## src/rtl/matrix_scroll_ctrl.sv

```systemverilog
// Scrolling 8x8 LED matrix controller: 16-row frame buffer, stepped scroll
// offset with IDLE/RUN/PAUSED control, and a free-running row scanner.
module matrix_scroll_ctrl #(
    parameter int unsigned TICK_DIV  = 12500000,
    parameter int unsigned SCAN_BITS = 13
) (
    input  logic       clk,
    input  logic       reset,
    input  logic       wr_en,
    input  logic [3:0] wr_addr,
    input  logic [7:0] wr_data,
    input  logic       start,
    input  logic       stop,
    input  logic       pause,
    input  logic       dir,
    output logic       busy,
    output logic [3:0] offset,
    output logic       wrap_pulse,
    output logic [2:0] scanout,
    output logic [7:0] segout
);

    localparam int unsigned TICK_W = 26;
    localparam int unsigned SCAN_W = SCAN_BITS + 3;
    localparam int unsigned ROWS   = 16;

    typedef enum logic [1:0] {
        IDLE,
        RUN,
        PAUSED
    } state_e;

    state_e              state_q;
    logic [TICK_W-1:0]   tick_q;
    logic [3:0]          offset_q;
    logic                wrap_q;
    logic                busy_q;
    logic [SCAN_W-1:0]   scan_q;
    logic [7:0]          seg_q;
    logic [7:0]          mem_q [ROWS];
    logic [3:0]          rd_idx_c;

    assign rd_idx_c = offset_q + 4'(scan_q[SCAN_W-1 -: 3]);

    // Control FSM; pause level gates the tick so a released pause resumes counting at once.
    always_ff @(posedge clk or negedge reset) begin
        if (!reset) begin
            state_q  <= IDLE;
            tick_q   <= '0;
            offset_q <= '0;
            wrap_q   <= 1'b0;
            busy_q   <= 1'b0;
        end else begin
            wrap_q <= 1'b0;
            case (state_q)
                IDLE: begin
                    if (start && !stop) begin
                        state_q <= RUN;
                        busy_q  <= 1'b1;
                        tick_q  <= '0;
                    end
                end
                RUN, PAUSED: begin
                    if (stop) begin
                        state_q  <= IDLE;
                        busy_q   <= 1'b0;
                        offset_q <= '0;
                        tick_q   <= '0;
                    end else begin
                        state_q <= pause ? PAUSED : RUN;
                        if (!pause) begin
                            if (tick_q == TICK_W'(TICK_DIV - 1)) begin
                                tick_q   <= '0;
                                offset_q <= dir ? offset_q - 4'd1 : offset_q + 4'd1;
                                wrap_q   <= dir ? (offset_q == 4'd0) : (offset_q == 4'd15);
                            end else begin
                                tick_q <= tick_q + TICK_W'(1);
                            end
                        end
                    end
                end
                default: begin
                    state_q <= IDLE;
                    busy_q  <= 1'b0;
                end
            endcase
        end
    end

    // Row scanner and display pipeline; blanking on stop avoids one stale frame row.
    always_ff @(posedge clk or negedge reset) begin
        if (!reset) begin
            scan_q <= '0;
            seg_q  <= 8'hFF;
        end else begin
            scan_q <= scan_q + SCAN_W'(1);
            if (state_q == IDLE || stop) begin
                seg_q <= 8'hFF;
            end else begin
                seg_q <= mem_q[rd_idx_c];
            end
        end
    end

    always_ff @(posedge clk or negedge reset) begin
        if (!reset) begin
            for (int i = 0; i < ROWS; i++) begin
                mem_q[i] <= 8'hFF;
            end
        end else if (wr_en) begin
            mem_q[wr_addr] <= wr_data;
        end
    end

    assign busy       = busy_q;
    assign offset     = offset_q;
    assign wrap_pulse = wrap_q;
    assign scanout    = scan_q[SCAN_W-1 -: 3];
    assign segout     = seg_q;

endmodule

```

## config.mk

```make
export PLATFORM = sky130hd
export DESIGN_NAME = matrix_scroll_ctrl
export DESIGN_NICKNAME = d
export VERILOG_FILES = /design/src/rtl/matrix_scroll_ctrl.sv
export SDC_FILE = /design/constraint.sdc
export NUM_CORES = 1
export LEC_CHECK = 0
export ABC_CLOCK_PERIOD_IN_PS = 3000
export CORE_MARGIN = 2
export CORE_UTILIZATION = 34
export DETAILED_ROUTE_END_ITERATION = 7
export HOLD_SLACK_MARGIN = 0.12
export PLACE_DENSITY = 0.55
export SLEW_MARGIN = 20
export SYNTH_ARGS = -nofsm -noshare
export SYNTH_HDL_FRONTEND = slang
export SYNTH_SLANG_ARGS = --single-unit
export TNS_END_PERCENT = 10
```

## constraint.sdc

```tcl
create_clock -name clk -period 3 [get_ports clk]
set_input_delay 0.6 -clock clk [delete_from_list [all_inputs] [get_ports clk]]
set_output_delay 0.6 -clock clk [all_outputs]
set_load 0.01 [all_outputs]
```

# Word level (Yosys, flattened, before mapping)
# Cells that the tools add are included.
# W data, S select, Z words.
# totals
ff_bits	186
word_cells	81
# op_classes
n_mux	28
bitwise_logic	2
n_reduce_logical	12
addsub	5
n_lt_le_gt_ge	3
eq_ne	8
# op_table
operator	n
$bwmux W128	1
$mux W26	4
$pmux W26 S2	1
$bmux W8 S4	1
$demux W8 S4	1
$mux W8	4
$add A26 B1 Y26 const B	1
$eq A26 B24 Y1 const B	1
$add A16 B1 Y16 const B	1
$mux W4	4
$ge A5 B5 Y1 const B	2
$not A4 Y5	2
$mux W1	7
$mux W2	3
$ne A2 B2 Y1 const B	3
$reduce_and A3 Y1	2
$lt A5 B1 Y1 const B	1
$add A4 B1 Y4 const B	1
$add A4 B3 Y4	1
$eq A4 B4 Y1 const B	1
$logic_not A4 Y1	1
$pmux W2 S2	1
$reduce_bool A2 Y1	2
$sub A4 B1 Y4 const B	1
10 further kinds	11

# Depth between registers and ports, before layout
# depth
depth_word	6
ltp_mapped	9

# Least setup slack after synthesis
# Ideal clock, no wire load.
# synth_path
path_kind	register -> register
startpoint	reg offset_q[0] (netlist: offset[0])
endpoint	reg seg_q[0] (netlist: segout[0])
t_arrival_ns	2.766
path_slack_ns	0.146
required_time_ns	2.912
setup_ns	0.088
path_buffers	0
stages_incl_launch_ff	6
period_less_slack_ns	2.854
cell_sequence	dfrtp_1 > ha_1 > fa_1 > xnor2_1 > mux4_2 > or3_1
# synth_between
elab_chain_len	6
# synth_rtl
item	line_no	rtl
start, declared	35	logic [3:0] offset_q;
start signal, assigned	74	offset_q <= dir ? offset_q - 4'd1 : offset_q + 4'd1;
$add A4 B3 Y4	43	assign rd_idx_c = offset_q + 4'(scan_q[SCAN_W-1 -: 3]);
$not A4 Y5 (implied by the code)	100	seg_q <= mem_q[rd_idx_c];
$bmux W8 S4	100	
$mux W8 (implied by the code) (2 in series)	100	
$mux W8	97	if (state_q == IDLE || stop) begin
end signal, assigned	100	
end, declared	39	logic [7:0] seg_q;
# Every way passes these cells. The select of a mux whose other input is x is not followed.
# A chain may end at the register's enable or synchronous reset.

# Worst setup path in the final report
# layout_path
startpoint	reg scan_q[13]
endpoint	reg seg_q[7] (netlist: segout[7])
# layout_between
elab_chain_len	6
# layout_rtl
item	line_no	rtl
start, declared	38	logic [SCAN_W-1:0] scan_q;
start signal, assigned	96	scan_q <= scan_q + SCAN_W'(1);
$add A4 B3 Y4	43	
$not A4 Y5 (implied by the code)	100	
$bmux W8 S4	100	
$mux W8 (implied by the code) (2 in series)	100	
$mux W8	97	
# Every way passes these cells. The select of a mux whose other input is x is not followed.

==> metrics.cfg <==
[cells_and_area]
final_layout_size_suffix_gt1_share_pct=50.7
antennaDiodeCount=0
area_delta_synth_final_pct=14.5
final_nets=733
final_cell_mix=136 x dfstp_2, 128 x mux2_2, 50 x dfrtp_1, 40 x mux4_2, 35 x nand2_1
finalInstanceArea_mm2=0.0104
final_common_cell=dfstp_2
fin_cells=1051

[worst_setup_path]
worstReg2RegStart=scan_q[13]
rrSetupSlack_ps=340
max_stage_delay_ps=530
endpoint=segout[7]
path_max_fanout=32
end_kind=flop
cp_cell_sequence=ha_2 > fa_1 > buf_12 > mux4_2 > mux4_2 > or3_1
crit_arrival_ps=3010
cp_slowest_cell=fa_1
cp.required_ps=3350
cp-start-kind=flop
timing.rr.end=segout[7]
worstSetupStartpoint=scan_q[13]
cp_common_cell=mux4_2
crit_type=flop to flop
r2r_cells=6

[synth]
yosysSeqAreaShare_pct=52.9
post-synth-top-area-cell=dfstp_2
ys_seq_elements=186
netlist_instances=671
synth_top_area_share_pct=39.2
syn_nets=701
synth_edf_count=0
synthTopCellsByArea=dfstp_2 39%, mux2_2 16%, dfrtp_1 14%
synth-async-reset-ratio_pct=100
yosysUniqueCellTypes=49
synth_area_mm2=0.00912
synth_ff_type=dfstp_2
yosys_warnings=0
synth.avg_cell_area_um2=13.6

[global_route]
grt.total_usage_pct=14.6
globalRouteOverflowTotal=0
grt_pass1_vias=6023
grt_pass1_wl_um=32700
antenna_found_initial=1
grt_max_degree=73

[outcome]
status=finished clean

[drt]
totalWireLength_um=19500
drcViolationCount=0
via_per_inst=5.36
vias=5632
drtIter0Drc=381
ant_nets=0
dr.pass1.iters=4
avgRoutedWirePerCell_um=18.6

[power]
leakagePower_nw=4.02
power_switching_mw=2.58
ir_worst_vdd_mv=0.421
power_frac_comb_pct=31.3
seq_power_share_pct=42.8
swShare_pct=30.4
p_per_area_mw_per_mm2=814
power_frac_clock_pct=25.9
p_int_mw=5.92

[sta]
setup_tns_ps=0
finalHoldViolCount=0
post-route-period-util_pct=88.6
layout_setup_ws_ps=342
finalMaxSlewViolations=0
max_freq_mhz=376
rsz0062_at_grt=false
finClkSkew_ps=12.6
slew_headroom_pct=35.7
holdWs_ps=453
worstMarginPinSlew_ps=965
setup_viol=0
finalCriticalPeriod_ps=2660

[cts]
insertion_delay_ps=430
htree_levels=4
cts_tree=built
clock_path_buffers=2
ctsHoldBuffers=0
clk_pin_slew_ps=80
cts-root-buf=clkbuf_16
cts_made_buffers=17
cts-resized-gates=0
numClockSinks=186
postCtsSetupBuffers=0

[die]
io_pins=36
dieHeight_um=168
start_util_pct=34.8
die-width_um=168
core_mm2=0.0262
dieArea_mm2=0.0282
rows=59

[placement]
gp_congestion=0.820
dp.cells=1019
dp_slack_ps=359
dp_hpwl_um=13600
io_buffers=35
dpl_cell_area_mm2=0.00987

[flow_run]
max_cap_viol_count=0

[worst_hold_path]
hold_class=flop to flop

==> cell type report <==
type	instances	area [µm²]
clock buffer	19	443
clock inverter	13	129
fill	2387	15800
inverter	10	37.5
multi-input combinational	433	4050
sequential	186	4820
tap	335	419
timing repair buffer	55	539
==> worst min-delay path by stage <==
| stage | start | to | cells after the start |
|---|---|---|---|
| floorplan | reset | busy | 0 |
| global placement | scan_q[0] | scan_q[0] | 1 |
| detailed placement | scan_q[0] | scan_q[0] | 1 |
| CTS | scan_q[0] | scan_q[0] | 1 |
| global route | scan_q[12] | scan_q[12] | 1 |
| finish | scan_q[0] | scan_q[0] | 1 |
==> cell usage after synthesis, drive strengths merged, types with 3 or more instances <==
cell type / n
dfstp: 136
mux2: 128
dfrtp: 50
mux4: 40
nand2: 35
clkbuf: 29
a31oi: 27
nand3: 22
nor2: 22
nand4: 17
buf: 13
or3: 13
xnor2: 13
and3: 10
inv: 10
o21ai: 10
a21oi: 9
ha: 9
nand2b: 7
and4: 6
o211ai: 6
a41oi: 5
nor3: 5
xor2: 5
mux2i: 4
nand3b: 4
nor2b: 4
or2: 4
o22ai: 3
==> sequential cells by signal, summed over array words and instances, names as in the netlist <==
name        flops
offset          4
wrap_pulse      1
state_q         2
segout          8
scan_q         16
mem_q         128
busy            1
tick_q         26
==> cells by family (layout without fill, tap and decap cells) <==
| kind of cell | count (synthesis) | after routing | synth area share, % |
|---|---|---|---|
| xor+xnor | 18 | 18 | 1.73 |
| flops | 186 | 186 | 52.9 |
| simple gates | 159 | 159 | 9.45 |
| fa+ha+maj | 11 | 11 | 1.67 |
| compound gates | 73 | 73 | 5.31 |
| buf+inv | 52 | 97 | 2.81 |
| mux | 172 | 172 | 26.1 |
==> power groups by stage <==
stage	logic [mW]	clock network, mW	registers, mW
2_1_floorplan	1.92	0	3.60
3_3_place_gp	2.59	0	3.66
3_5_place_dp	2.69	0	3.69
4_1_cts	2.70	2.27	3.65
5_1_grt	2.88	2.39	3.71
6_report	2.66	2.20	3.64
==> routing by layer <==
layer / part of all wire [%] / vias up / GRT usage, %
li1: - / 2594 / -
met1: 43 / 2925 / 18.5
met2: 52 / 89 / 25.5
met3: 2.6 / 22 / 2.61
met4: 1.4 / 2 / 4.69
met5: 0.097 / - / 0
==> per-stage QoR <==
step	util, %	power, mW
2_1_floorplan	-	5.52
3_3_place_gp	37.7	6.25
3_5_place_dp	37.7	6.37
4_1_cts	39.8	8.61
5_1_grt	39.8	8.98
6_report	39.8	8.50
==> critical path: cells and delay by family, from the launching register on <==
family	cells	cell delay [ps]
and+or+nand+nor	1	320
buffers and inverters	1	220
adders and majority gates	2	730
muxes	2	830
DFF	1	430
Power figures use the tool's default switching activity.
